`src/rtl/seg7_scan_mux_pkg.sv`:
```
// Shared constants and types for the seven-segment scan multiplexer.
package seg7_scan_mux_pkg;

  localparam logic [6:0]  SEG_BLANK = 7'h7F;
  localparam logic [31:0] AN_OFF    = '1;

  typedef enum logic {
    SLOT_BLANK,
    SLOT_DRIVE
  } slot_state_e;

endpackage

```
`src/rtl/seg7_scan_timer.sv`:
```
// Slot/digit timebase: owns the slot counter and digit index, decodes the
// BLANK/DRIVE phase and produces the frame-boundary strobe and frame_start.
module seg7_scan_timer
  import seg7_scan_mux_pkg::*;
#(
  parameter int DIGITS = 4,
  parameter int DIV    = 100000,
  parameter int BLANK  = 16,
  parameter int IDX_W  = (DIGITS > 1) ? $clog2(DIGITS) : 1
) (
  input  logic             clk,
  input  logic             rst_n,
  input  logic             en,
  output logic [IDX_W-1:0] idx,
  output slot_state_e      slot_state,
  output logic             frame_end,
  output logic             frame_start
);

  localparam int CNT_W = (DIV > 1) ? $clog2(DIV) : 1;

  logic [CNT_W-1:0] cnt;
  logic             en_q;
  logic             cnt_last;
  logic             idx_last;

  assign cnt_last   = (cnt == CNT_W'(DIV - 1));
  assign idx_last   = (idx == IDX_W'(DIGITS - 1));
  assign frame_end  = en && cnt_last && idx_last;
  assign slot_state = (int'(cnt) < BLANK) ? SLOT_BLANK : SLOT_DRIVE;

  // NOTE: sequential state uses non-blocking assignments so every register
  // samples pre-edge values regardless of statement order.
  always_ff @(posedge clk or negedge rst_n) begin
    if (!rst_n) begin
      cnt         <= '0;
      idx         <= '0;
      en_q        <= 1'b0;
      frame_start <= 1'b0;
    end else begin
      en_q <= en;
      // A new frame begins at a natural boundary, or on the first enabled
      // cycle after a disabled period (reset exit counts as one).
      frame_start <= frame_end || (en && !en_q);
      if (!en) begin
        cnt <= '0;
        idx <= '0;
      end else if (cnt_last) begin
        cnt <= '0;
        idx <= idx_last ? '0 : idx + IDX_W'(1);
      end else begin
        cnt <= cnt + CNT_W'(1);
      end
    end
  end

endmodule

```
`src/rtl/seg7_scan_mux.sv`:
```
// Four-digit common-anode scan multiplexer with anti-ghost blanking and
// frame-synchronous data commit. Optional macro SEG7_BRIGHTNESS_EN adds a
// 4-bit brightness input that PWM-gates the anode during DRIVE.
module seg7_scan_mux
  import seg7_scan_mux_pkg::*;
#(
  parameter int DIGITS = 4,
  parameter int DIV    = 100000,
  parameter int BLANK  = 16
) (
  input  logic                clk,
  input  logic                rst_n,
  input  logic [7*DIGITS-1:0] seg_in,
  input  logic [DIGITS-1:0]   dp_in,
  input  logic                load,
  input  logic                en,
`ifdef SEG7_BRIGHTNESS_EN
  input  logic [3:0]          brightness,
`endif
  output logic [6:0]          seg_out,
  output logic                dp_out,
  output logic [DIGITS-1:0]   an_out,
  output logic                frame_start,
  output logic                pending
);

  localparam int IDX_W = (DIGITS > 1) ? $clog2(DIGITS) : 1;

  logic [IDX_W-1:0]    idx;
  slot_state_e         slot_state;
  logic                frame_end;
  logic                commit_point;
  logic                drive;
  logic [7*DIGITS-1:0] stage_seg;
  logic [7*DIGITS-1:0] shadow_seg;
  logic [DIGITS-1:0]   stage_dp;
  logic [DIGITS-1:0]   shadow_dp;

  seg7_scan_timer #(
    .DIGITS (DIGITS),
    .DIV    (DIV),
    .BLANK  (BLANK),
    .IDX_W  (IDX_W)
  ) u_timer (
    .clk         (clk),
    .rst_n       (rst_n),
    .en          (en),
    .idx         (idx),
    .slot_state  (slot_state),
    .frame_end   (frame_end),
    .frame_start (frame_start)
  );

  // While disabled every cycle is a commit point, so staged data is ready
  // on re-enable.
  assign commit_point = frame_end || !en;

  // NOTE: staging and shadow registers are reset (not left as uninitialised
  // storage) because their reset contents are visible on the display.
  always_ff @(posedge clk or negedge rst_n) begin
    if (!rst_n) begin
      stage_seg  <= {DIGITS{SEG_BLANK}};
      shadow_seg <= {DIGITS{SEG_BLANK}};
      stage_dp   <= '0;
      shadow_dp  <= '0;
      pending    <= 1'b0;
    end else begin
      if (load) begin
        stage_seg <= seg_in;
        stage_dp  <= dp_in;
      end
      if (load && frame_end) begin
        shadow_seg <= seg_in;
        shadow_dp  <= dp_in;
        pending    <= 1'b0;
      end else begin
        if (commit_point && pending) begin
          shadow_seg <= stage_seg;
          shadow_dp  <= stage_dp;
        end
        if (load) begin
          pending <= 1'b1;
        end else if (commit_point) begin
          pending <= 1'b0;
        end
      end
    end
  end

`ifdef SEG7_BRIGHTNESS_EN
  logic [3:0] duty;

  always_ff @(posedge clk or negedge rst_n) begin
    if (!rst_n) begin
      duty <= 4'd0;
    end else begin
      duty <= duty + 4'd1;
    end
  end

  assign drive = en && (slot_state == SLOT_DRIVE) && (duty < brightness);
`else
  assign drive = en && (slot_state == SLOT_DRIVE);
`endif

  always_ff @(posedge clk or negedge rst_n) begin
    if (!rst_n) begin
      an_out  <= AN_OFF[DIGITS-1:0];
      seg_out <= SEG_BLANK;
      dp_out  <= 1'b1;
    end else if (drive) begin
      an_out  <= ~(DIGITS'(1) << idx);
      seg_out <= shadow_seg[7*idx +: 7];
      dp_out  <= ~shadow_dp[idx];
    end else begin
      an_out  <= AN_OFF[DIGITS-1:0];
      seg_out <= SEG_BLANK;
      dp_out  <= 1'b1;
    end
  end

endmodule

```
`config.mk`:
```
export PLATFORM = sky130hd
export DESIGN_NAME = seg7_scan_mux
export DESIGN_NICKNAME = d
export VERILOG_FILES = /design/src/rtl/seg7_scan_mux_pkg.sv /design/src/rtl/seg7_scan_timer.sv /design/src/rtl/seg7_scan_mux.sv
export SDC_FILE = /design/constraint.sdc
export NUM_CORES = 1
export LEC_CHECK = 0
export ABC_AREA = 1
export BUFFER_PORTS_ARGS = -buffer_cell sky130_fd_sc_hd__buf_2
export CAP_MARGIN = 5
export CORE_MARGIN = 2
export CORE_UTILIZATION = 40
export CTS_CLUSTER_DIAMETER = 200
export DETAILED_ROUTE_END_ITERATION = 8
export GPL_TIMING_DRIVEN = 0
export MAX_ROUTING_LAYER = met4
export PLACE_DENSITY = 0.54
export SLEW_MARGIN = 15
export SYNTH_ARGS = -nofsm -noshare
export SYNTH_HDL_FRONTEND = slang
export SYNTH_SLANG_ARGS = --single-unit
export TNS_END_PERCENT = 20
```
`constraint.sdc`:
```
create_clock -name clk -period 3.5 [get_ports clk]
set_clock_uncertainty 0.2 [all_clocks]
set_input_delay 0.7 -clock clk [delete_from_list [all_inputs] [get_ports clk]]
set_output_delay 0.7 -clock clk [all_outputs]
set_load 0.05 [all_outputs]
```
# Word level (Yosys, flattened, before mapping)
# Cells that the tools add are included.
# W data, S select, Z words.
dict set report classes {
  shifts 2
  addsub 2
  n_mux 18
  n_bitwise 2
  mul 1
  n_lt_le_gt_ge 2
  eq_ne 3
  div 0
  n_reduce_logical 12
}
# cell count
set op_table {}
lappend op_table {{$mux W28} 2}
lappend op_table {{$mux W17} 2}
lappend op_table {{$shiftx A28 B6 Y7} 1}
lappend op_table {{$add A17 B1 Y17 const B} 1}
lappend op_table {{$eq A17 B17 Y1 const B} 1}
lappend op_table {{$lt A17 B5 Y1 const B} 1}
lappend op_table {{$mux W4} 3}
lappend op_table {{$mux W7} 1}
lappend op_table {{$logic_and A1 B1 Y1} 6}
lappend op_table {{$mux W1} 6}
lappend op_table {{$mux W2} 3}
lappend op_table {{$mul A3 B2 Y5 const A} 1}
lappend op_table {{$not A4 Y4} 1}
lappend op_table {{$shl A1 B2 Y4 const A} 1}
lappend op_table {{$lt A2 B3 Y1 const B} 1}
lappend op_table {{$reduce_bool A3 Y1} 1}
lappend op_table {{$add A2 B1 Y2 const B} 1}
lappend op_table {{$bmux W1 S2} 1}
lappend op_table {{$eq A2 B2 Y1 const B} 1}
lappend op_table {{$logic_not A1 Y1} 2}
lappend op_table {{$logic_or A1 B1 Y1} 2}
lappend op_table {{$ne A2 B1 Y1 const B} 1}
lappend op_table {{$reduce_bool A2 Y1} 1}
lappend op_table {{$not A1 Y1} 1}
dict set report word_totals {
  latch_bits 0
  register_bits 98
  mem_count 0
  ramBits 0
  in_bits 36
  rom_bits 0
}

# Longest topological paths before layout
# Gate-level depths: netlist (run 1).
dict set report logic_depth {
  ltp_word 7
  depth_mapped 12
  ltp_nobuf 11
}

# Hierarchy
# Synthesis (run 1) repeated with hierarchy kept, for this count alone.
dict set report unflattened {
  hier_cells 644
  area_unflattened_um2 4875.9
}
# mod area_per_inst_um2 cells_each seq_area_each_um2 n_inst
set modules_own_cells {}
lappend modules_own_cells {seg7_scan_mux 3696.0 484 2011.9 1}
lappend modules_own_cells {seg7_scan_timer 1179.9 160 525.5 1}

# Worst setup path after synthesis (run 1)
# No wires, ideal clock.
dict set report synth_path {
  kind {reg2reg}
  startpoint {reg u_timer.cnt[0]}
  endpoint {reg u_timer.cnt[16]}
  t_required_ps 3181
  setup_slack_ps 1678
  path_stages_with_launch 10
  setup_ps 119
  t_arrival_ps 1503
  cell_sequence {dfrtp_1 -> ha_1 -> nand2_1 -> nor2_1 -> nand2_1 -> nor2_1 -> nand3_1 -> nor3_1 -> nand3_1 -> and2_1}
}
dict set report synth_between {
  elab_chain_cells 3
}
# item line
set synth_rtl {}
lappend synth_rtl {{from (decl)} seg7_scan_timer.sv:22} ;# logic [CNT_W-1:0] cnt;
lappend synth_rtl {{from (signal assigned)} seg7_scan_timer.sv:52} ;# cnt <= cnt + CNT_W'(1);
lappend synth_rtl {{$add A17 B1 Y17 / $eq A17 B17 Y1 (equally long branches)} {seg7_scan_timer.sv:52, seg7_scan_timer.sv:27}}
lappend synth_rtl {{$mux W17 (*)} seg7_scan_timer.sv:48} ;# end else if (cnt_last) begin
lappend synth_rtl {{$mux W17 (*)} seg7_scan_timer.sv:45} ;# if (!en) begin
# Mark *: on every way between the ends. The rest lies on a longest branch, timed or not.
# A chain may end at the register's enable or synchronous reset.

# Worst setup path after layout (run 1)
dict set report layout_path {
  startpoint {reg u_timer.idx[0]}
  endpoint {reg seg_out[4]}
}
dict set report layout_between {
  elab_chain_cells 3
}
# item line
set layout_rtl {}
lappend layout_rtl {{from (decl)} seg7_scan_timer.sv:14} ;# output logic [IDX_W-1:0] idx,
lappend layout_rtl {{from (signal assigned)} seg7_scan_timer.sv:50} ;# idx <= idx_last ? '0 : idx + IDX_W'(1);
lappend layout_rtl {{$mul A3 B2 Y5} seg7_scan_mux.sv:113} ;# seg_out <= shadow_seg[7*idx +: 7];
lappend layout_rtl {{$shiftx A28 B6 Y7} seg7_scan_mux.sv:113}
lappend layout_rtl {{$mux W7} seg7_scan_mux.sv:111} ;# end else if (drive) begin
lappend layout_rtl {{to (signal assigned)} seg7_scan_mux.sv:113}
lappend layout_rtl {{to (decl)} seg7_scan_mux.sv:20} ;# output logic [6:0] seg_out,
# No other way between the ends.

==> results of run 1 <==
[metal layers]
layer  vias to the layer above  track usage (%)
li1                       2054                -
met2                        65             29.1
met3                        12             3.08
met1                      1860             28.8
met5                         -                -
met4                         0             7.32
[worst paths after layout]
check	from	to	slack [ns]	cells past startpoint
max reg2reg	u_timer.idx[0]	seg_out[4]	1.33	5
min in group clk	u_timer.en_q	u_timer.frame_start	0.23	1
max	u_timer.idx[0]	seg_out[4]	1.33	5
min	rst_n	u_timer.cnt[10]	0.07	1
min reg2reg	u_timer.en_q	u_timer.frame_start	0.23	1
max in group asynchronous	rst_n	stage_seg[14]	2.37	2
[layout make-up]
class,count,area [um^2],area share (%)
Multi-Input combinational cell,451,1990,35.2
Timing Repair Buffer,50,279,4.94
Tap cell,147,184,3.25
Clock buffer,13,292,5.16
Clock inverter,3,90.1,1.59
Inverter,25,93.8,1.66
Sequential cell,98,2540,44.9
Buffer,32,189,3.34
[power by group]
part / total [mW] / internal (mW) / switching (mW) / leakage, nW
clock: 1.24 / 0.801 / 0.440 / 0.187
sequential: 1.34 / 1.28 / 0.0564 / 1.11
combinational: 0.271 / 0.0979 / 0.173 / 1.40
total: 2.85 / 2.18 / 0.669 / 2.70
[cells in the final DEF (no fill, tap or decap), drive strengths merged, types with 4 or more instances in the layout]
cell type  instances
nor2              59
ha                 5
nand2            251
clkbuf            27
nor3              11
inv               23
buf               68
dfrtp             30
nand3             84
o21ai             18
o22ai              4
dfstp             68
a21oi              4
[registers in the layout (all words and copies together) (netlist names)]
signal,cells
an_out,4
dp_out,1
pending,1
seg_out,7
shadow_dp,4
shadow_seg,28
stage_dp,4
stage_seg,28
u_timer.cnt,17
u_timer.en_q,1
u_timer.frame_start,1
u_timer.idx,2
[metrics by stage]
stage               total power [mW]  hold slack, ns
global route                    2.98          0.0935
detailed placement              1.63           0.221
floorplan                       1.50           0.204
global placement                1.62           0.217
CTS                             2.88          0.0745
finish                          2.85          0.0690
[kinds of logic (layout without fill, tap and decap cells)]
| family | count (synthesis) | in the layout | share of synthesized area [%] |
|---|---|---|---|
| adders and majority gates | 5 | 5 | 1.30 |
| AOI/OAI and AO/OA | 32 | 32 | 3.83 |
| xor gates and xnor gates | 3 | 3 | 0.547 |
| buffers and inverters | 57 | 123 | 5.88 |
| DFF | 98 | 98 | 52.8 |
| and+or+nand+nor | 411 | 411 | 35.7 |
==> out/qor.yml, run 1 <==
clock_tree:
  cts_tree: "done"
  clkSinkCount: 98
  cts_hold_buf: 0
  clk_pin_slew_ns: 0.07
  clkLatencyLatePin_ns: 0.35
  cts-htree-levels: 3
  root_buffer: "clkbuf_16"
  clock_path_buffers: 2
  ctsResizeCount: 0
  cts_setup_buffers: 0
  cts_inserted_buffers: 9
logic_synthesis:
  async_flop_share_pct: 100
  post-synth-top-count-cell: "nand2_1"
  syn-cell-area_mm2: 0.00481
  syn_inst: 606
  ys_types: 34
  synth_top_cell_area_share_pct: 37.2
  synth_area_per_cell_um2: 7.93
  ys_seq_area_share_pct: 52.8
  yosysTopAreaCell: "dfstp_2"
  synth_edf_count: 0
  ys.warnings.count: 0
  syn-num-nets: 647
  synth_top_flop_cell: "dfstp_2"
  ys_ff_latch: 98
  synth.area.top_cells: "dfstp_2 37%, nand2_1 19%, dfrtp_1 16%"
  synth_common_cells: "248 x nand2_1, 83 x nand3_1, 68 x dfstp_2"
timing:
  setup_violations: 0
  slew_headroom_pct: 66.2
  rsz0062_at_grt: "false"
  max_clock_freq_mhz: 460
  min_period_ns: 2.17
  final.setup.tns_ns: 0
  slew_violations: 0
  worst_slack_ns: 1.33
  fin_crit_sh_pct: 62.1
  tightest_slew_ns: 0.507
  hold_viol_final: 0
place:
  place_inst: 803
  port_buffers: 49
  place_hpwl_um: 8580
  routabilityCongestion: 0.842
  dpl_cell_area_mm2: 0.00527
  pre_cts_slack_ns: 1.19
layout:
  drive_above_1_share_pct: 24.0
  area_growth_pct: 17.6
  finalNetCount: 708
  antennaDiodeCount: 0
  fin_util_pct: 47.6
  fillers: 1162
  stdcell_count: 819
  stdcell_area_mm2: 0.00565
critical_path:
  critPathMostFrequentCell: "clkbuf_1"
  cpPeakStageDelay_ns: 0.40
  crit_slowest_cell: "o21ai_0"
  arrival_ns: 2.23
  crit_chain: "clkbuf_1 -> clkinv_1 -> clkbuf_1 -> o21ai_0 -> nand3_1"
  crit_buf_inv: 3
  worstPathRequired_ns: 3.56
  end_kind: "flop"
  worstSetupPathType: "flop to flop"
  critical_path.top_delay_family: "buffers and inverters"
  start_kind: "flop"
  critPathMaxFanout: 11
route:
  met1_length_um: 6110
  drt_iter0_drc: 271
  highest_layer: "met4"
  drt_pre_antenna_iters: 4
  ant_nets: 0
  wl_met3_um: 367
  wl_met2_um: 5180
  wl_per_cell_um: 14.5
  vias_per_cell: 4.87
  drc: 0
  vias: 3991
  drt_wl_total_um: 11900
power:
  ir_worst_vdd_mv: 0.237
  powerDensity_mw_per_mm2: 504
  power.leakage_nw: 2.70
global_route:
  grt_max_degree: 55
  grt_use_total_pct: 20.1
  grt_pass1_vias: 3811
  antenna_found_initial: 0
  grt_pass1_wl_um: 19600
  overflow: 0
die:
  dieHeight_um: 114
  initial_core_util_pct: 40.5
  chipWidth_um: 114
  num_rows: 40
  io_pins: 50
  core_mm2: 0.0119
  dieArea_mm2: 0.0129
outcome:
  status: "complete, no violations"
run:
  drv_cap: 0
min_path:
  holdCritPathClass: "primary input to async pin"
No activity file was read; power rests on OpenSTA's default activity.
==> run 2: changes to the inputs <==
Settings changed: ABC_AREA 1 to 0, PLACE_DENSITY 0.54 to 0.56.
Clock period 3.5 ns to 1.9 ns, I/O delays scaled along.
==> out/qor.yml, run 2 <==
outcome:
  status: "finished with violations"
  violations: "negative setup slack"
critical_path:
  worstPathRequired_ns: 1.98  # -1.58 ns
  worstSetupPathType: "flop to flop"
  arrival_ns: 2.80  # +0.57 ns
  crit_chain: "or4_4 -> or4_4 -> o21ai_4 -> a21boi_4 -> buf_6 -> buf_6 -> o221a_1"
  start_kind: "flop"
  critPathMaxFanout: 5  # -6
  crit_slowest_cell: "or4_4"
  r2r_cells: 7  # +2
  end_kind: "flop"
  cpPeakStageDelay_ns: 0.60  # +0.20 ns
place:
  routabilityCongestion: 0.797  # -5.4%
  port_buffers: 48  # -2.0%
  place_hpwl_um: 6670  # -22%
  dpl_cell_area_mm2: 0.00501  # -5.0%
layout:
  fin_util_pct: 51.3  # +3.7 points
  area_growth_pct: 23.8
  stdcell_area_mm2: 0.00564  # -0.22%
  antennaDiodeCount: 0  # unchanged
  drive_above_1_share_pct: 54.1  # +30 points
  fillers: 975  # -16%
  finalNetCount: 467  # -34%
  layout_common_cells: "68 x dfstp_2, 53 x buf_2, 32 x mux2_2, 29 x dfrtp_1, 26 x nand2b_1"
  top_regs: "shadow_seg (28), stage_seg (28), u_timer.cnt (17)"
  layout_commonest_cell: "dfstp_2"
global_route:
  grt_max_degree: 65  # +18%
  antenna_found_initial: 0  # unchanged
  grt_pass1_wl_um: 17200  # -12%
  overflow: 0  # unchanged
  grt_use_total_pct: 18.6  # -1.5 points
  grt_pass1_vias: 3240  # -15%
power:
  swShare_pct: 22.7  # -0.79 points
  p_sw_mw: 1.14  # +70%
  power_frac_clock_pct: 37.9  # -5.6 points
  ir_worst_vdd_mv: 0.601  # +150%
  p_total_mw: 5.01  # +76%
  comb_power_share_pct: 12.2  # +2.7 points
  powerDensity_mw_per_mm2: 888  # +76%
  p_seq_share_pct: 50.0  # +3.0 points
  power.leakage_nw: 2.36  # -12%
  p_int_mw: 3.87  # +78%
logic_synthesis:
  synth_area_per_cell_um2: 13.2  # +66%
  ys_seq_area_share_pct: 55.7  # +2.9 points
  post-synth-top-count-cell: "dfstp_2"
  synth_edf_count: 0  # unchanged
  syn_inst: 346  # -43%
  async_flop_share_pct: 100  # unchanged
  synth_top_flop_cell: "dfstp_2"
  yosysTopAreaCell: "dfstp_2"
  synth_top_cell_area_share_pct: 39.2  # +2.1 points
  syn-num-nets: 387  # -40%
  ys_types: 36  # +5.9%
  syn-cell-area_mm2: 0.00456  # -5.2%
  ys_ff_latch: 98  # unchanged
  synth.area.top_cells: "dfstp_2 39%, dfrtp_1 16%, mux2_2 7.9%"
  ys.warnings.count: 0  # unchanged
  synth_common_cells: "68 x dfstp_2, 32 x mux2_2, 30 x dfrtp_1"
timing:
  hold_viol_final: 0  # unchanged
  max_clock_freq_mhz: 367  # -20%
  fin_crit_sh_pct: 143  # +81 points
  slew_headroom_pct: 51.9  # -14 points
  setup_violations: 62  # +62
  rsz0062_at_grt: "true"
  min_period_ns: 2.72  # +0.549 ns
  worst_slack_ns: -0.824  # -2.15 ns
  slew_violations: 0  # unchanged
  tightest_slew_ns: 0.721  # +0.214 ns
clock_tree:
  clock_path_buffers: 2  # unchanged
  clk_pin_slew_ns: 0.07  # about the same
  clkLatencyLatePin_ns: 0.34  # about the same
  root_buffer: "clkbuf_16"
  cts-htree-levels: 3  # unchanged
  cts_inserted_buffers: 9  # unchanged
  clkSinkCount: 98  # unchanged
  cts_tree: "done"
die:
  dieArea_mm2: 0.0123  # -5.0%
  num_rows: 38  # -5.0%
  io_pins: 50  # unchanged
  initial_core_util_pct: 41.5  # +0.95 points
  dieHeight_um: 111  # -2.6%
  core_mm2: 0.0110  # -7.4%
  chipWidth_um: 111  # -2.6%
route:
  wl_per_cell_um: 18.4  # +27%
  drt_pre_antenna_iters: 4  # unchanged
  drc: 0  # unchanged
  drt_wl_total_um: 10500  # -11%
  vias_per_cell: 5.34  # +9.5%
  vias: 3048  # -24%
  drt_iter0_drc: 107  # -61%
  ant_nets: 0  # unchanged
run:
  drv_cap: 0  # unchanged
min_path:
  whs_path_depth: 2
  holdCritPathClass: "primary input to flop"
[run 2: cell count changes in the layout (fill, tap and decap cells not counted), sizes merged, moves of 18 or more]
| cell | before | now |
|---|---|---|
| a2bb2oi | 0 | 18 |
| inv | 23 | 5 |
| mux2 | 0 | 32 |
| mux2i | 0 | 19 |
| nand2 | 251 | 15 |
| nand2b | 0 | 26 |
| nand3 | 84 | 6 |
| nor2 | 59 | 20 |
[run 2: layer usage]
layer | share of wire [%] | routed length, um | track usage (%) | vias to the layer above
met3 | 3.1 | 330 | 3.01 | 15
met2 | 47 | 4920 | 27.9 | 54
li1 | - | - | - | 1416
met1 | 48 | 5040 | 25.1 | 1563
met5 | 0 | 0 | - | -
met4 | 2.1 | 224 | 8.00 | 0
[run 2: critical path, delay by kind of cell (launching register included)]
kind | cells | cell delay [ns]
buffers and inverters | 2 | 0.26
AND/OR/NAND/NOR | 2 | 1.18
AO/OA/AOI/OAI | 3 | 0.63
flip-flops | 1 | 0.38
[run 2: layout make-up]
type                       instances  area (um^2)  share of cell area [%]
buffer                            23          149                    2.64
tap                              140          175                    3.11
inverter                           5         18.8                   0.333
sequential                        98         2540                    45.0
clock inverter                     2         35.0                   0.621
multi-input combinational        219         2000                    35.5
clock buffer                      14          274                    4.86
timing repair buffer              70          449                    7.97
[run 2: metrics by stage]
step,setup TNS (ns),hold slack [ns],cells,worst slack [ns]
final,-32.62,0.0792,571,-0.824
after floorplan,-27.89,-0.116,346,-0.678
after CTS,-34.15,0.0683,569,-0.860
after detailed placement,-50.71,0.0981,535,-1.07
after global placement,-86.93,0.253,534,-1.06
after global routing,-37.28,0.0772,571,-0.925
[run 2: cells by family after synthesis]
| logic type | share of synthesized area, % |
|---|---|
| and+or+nand+nor | 12.4 |
| DFF | 55.7 |
| muxes | 16.0 |
| AOI/OAI and AO/OA | 8.51 |
| buffers and inverters | 3.05 |
| xor gates and xnor gates | 2.88 |
| adders and majority gates | 1.37 |
[run 2: worst paths after layout]
check | startpoint | end | slack, ns
setup / recovery | u_timer.cnt[11] | shadow_seg[1] | -0.82
hold / removal | seg_in[5] | stage_seg[5] | 0.08
setup reg to reg | u_timer.cnt[11] | shadow_seg[1] | -0.82
hold reg to reg | u_timer.cnt[0] | u_timer.cnt[0] | 0.25
max in group asynchronous | rst_n | stage_seg[16] | 0.54
min in group asynchronous | rst_n | stage_dp[1] | 0.30
[run 2: power by group through the flow]
stage               combinational [mW]  sequential (mW)  clock (mW)
floorplan                        0.369             2.49           0
global placement                 0.520             2.52           0
detailed placement               0.544             2.53           0
CTS                              0.616             2.50        1.95
global route                     0.668             2.53        2.03
finish                           0.610             2.50        1.90
[run 2: what timing repair did]
action                                  CTS  global route
endpoints found under the setup margin   64            62
hold buffers                              2             0
pin swaps                                10            10
setup buffers                            13             3
hold endpoints to repair                  3             0
cloned                                    3             0
resized for setup                        39            10
==> run 3: changes to the inputs <==
Settings changed: CAP_MARGIN 5 to 0, SETUP_SLACK_MARGIN from default to 0.4.
==> out/qor.yml, run 3 (synthesis results as in run 2) <==
layout:
  antennaDiodeCount: 0  # unchanged
  multi_input_area_mm2: 0.00200  # +0.19%
  regArea_mm2: 0.00254  # about the same
  stdcell_count: 578  # +1.2%
  drive_above_1_share_pct: 56.4  # +2.3 points
  fillers: 955  # -2.1%
  area_growth_pct: 28.3
  finalNetCount: 474  # +1.5%
  top_regs: "shadow_seg (28), stage_seg (28), u_timer.cnt (17)"
  layout_common_cells: "68 x dfstp_2, 36 x buf_2, 32 x mux2_2, 28 x dfrtp_1, 26 x nand2b_1"
  layout_commonest_cell: "dfstp_2"
timing:
  final.setup.tns_ns: -33.86  # -1.23 ns
  worst_slack_ns: -0.840  # -0.0163 ns
  min_period_ns: 2.74  # +0.0163 ns
  slew_violations: 0  # unchanged
  fin_crit_sh_pct: 144  # +0.86 points
  whs_ns: 0.0855  # +0.00631 ns
  slew_headroom_pct: 64.5  # +13 points
  tightest_slew_ns: 0.532  # -0.188 ns
  hold_viol_final: 0  # unchanged
  setup_violations: 56  # -9.7%
  rsz0062_at_grt: "true"
  max_clock_freq_mhz: 365  # -0.59%
clock_tree:
  cts_tree: "done"
  clkSinkCount: 98  # unchanged
  root_buffer: "clkbuf_16"
  cts-htree-levels: 3  # unchanged
  clk_pin_slew_ns: 0.06  # about the same
  cts_inserted_buffers: 9  # unchanged
  clkLatencyLatePin_ns: 0.34  # about the same
  clock_path_buffers: 2  # unchanged
critical_path:
  worstPathRequired_ns: 1.98  # about the same
  arrival_ns: 2.82  # +0.02 ns
  worstSetupPathType: "flop to flop"
  critPathMaxFanout: 5  # unchanged
  start_kind: "flop"
  r2r_cells: 8  # +1
  end_kind: "flop"
power:
  ir_worst_vdd_mv: 0.690  # +15%
  power.leakage_nw: 2.46  # +4.2%
  powerDensity_mw_per_mm2: 832  # -6.3%
die:
  dieArea_mm2: 0.0123  # unchanged
  core_mm2: 0.0110  # unchanged
  io_pins: 50  # unchanged
  dieHeight_um: 111  # unchanged
  num_rows: 38  # unchanged
  initial_core_util_pct: 41.5  # unchanged
  chipWidth_um: 111  # unchanged
route:
  drt_wl_total_um: 10500  # +0.14%
  wl_per_cell_um: 18.2  # -1.1%
  vias: 3057  # +0.30%
  drt_iter0_drc: 113  # +5.6%
  ant_nets: 0  # unchanged
  vias_per_cell: 5.29  # -0.92%
  drt_pre_antenna_iters: 4  # unchanged
  drc: 0  # unchanged
global_route:
  use_met2_pct: 29.1  # +1.2 points
  grtUsageMet1_pct: 23.8  # -1.3 points
  grt_pass1_vias: 3133  # -3.3%
  top_usage_layer: "met2"
  overflow: 0  # unchanged
  antenna_found_initial: 0  # unchanged
  grt_pass1_wl_um: 17000  # -1.6%
  grt_use_total_pct: 18.3  # -0.33 points
  use_met3_pct: 3.66  # +0.66 points
  grt_max_degree: 51  # -22%
run:
  drv_cap: 0  # unchanged
outcome:
  status: "finished with violations"
  violations: "negative setup slack"
place:
  place_hpwl_um: 6690  # +0.31%
  port_buffers: 48  # unchanged
  pre_cts_slack_ns: -1.07  # -0.000380 ns
  place_inst: 535  # unchanged
  routabilityCongestion: 0.769  # -3.5%
min_path:
  holdCritPathClass: "primary input to flop"
  whs_path_depth: 2  # unchanged
==> run 3: cell count changes in the layout (fill, tap and decap cells not counted), sizes merged <==
cell	delta
clkbuf	+1
buf	+6
clkinv	+1
bufinv	-1
==> run 3: final cells by class <==
type / count / area share [%]
inverters: 5 / 0.321
multi-input cells: 219 / 34.3
plain buffers: 24 / 3.25
repair buffers: 76 / 11.0
well taps: 140 / 3.00
clock inverters: 2 / 0.235
flip-flops and latches: 98 / 43.5
clock buffers: 14 / 4.52
==> run 3: final timing paths <==
kind	to	start	slack, ns
setup / recovery	shadow_seg[8]	u_timer.cnt[5]	-0.84
hold / removal	stage_seg[3]	seg_in[3]	0.09
setup reg to reg	shadow_seg[8]	u_timer.cnt[5]	-0.84
hold reg to reg	u_timer.cnt[0]	u_timer.cnt[0]	0.27
max in group asynchronous	stage_seg[15]	rst_n	0.54
min in group asynchronous	stage_dp[0]	rst_n	0.33
==> run 3: layer usage <==
layer / vias to the layer above / wire length (um) / share of wire [%]
met5: - / 0 / 0
met4: 0 / 114 / 1.1
met3: 6 / 434 / 4.1
met2: 63 / 5180 / 49
met1: 1557 / 4810 / 46
li1: 1431 / - / -
==> run 3: power by group <==
part           internal, mW  switching [mW]
Combinational         0.375           0.258
Clock                 0.962           0.767
Sequential             2.39           0.116
==> run 3: metrics by stage <==
| step | total power [mW] | cell area (um^2) | util [%] |
|---|---|---|---|
| floorplan | 2.86 | 4560 | - |
| global placement | 3.04 | 4970 | 45.3 |
| detailed placement | 3.07 | 5010 | 45.6 |
| CTS | 4.90 | 5730 | 52.2 |
| global route | 5.07 | 5850 | 53.2 |
| finish | 4.87 | 5850 | 53.2 |
==> run 3: what timing repair did <==
action	in CTS	in global routing
gates cloned	3	0
resized for setup	87	26
pin swaps	10	4
hold buffers	2	0
setup buffers	15	7
endpoints found under the hold margin	29	0
endpoints found under the setup margin	107	125
==> run 3: critical path, stage by stage, from the launching register on <==
cell and delay (ns):
dfrtp_1 0.40, or4b_4 0.55, or4_4 0.55, buf_6 0.14, o21ai_4 0.15, a21boi_4 0.25, buf_6 0.15, buf_6 0.12
o221a_2 0.18
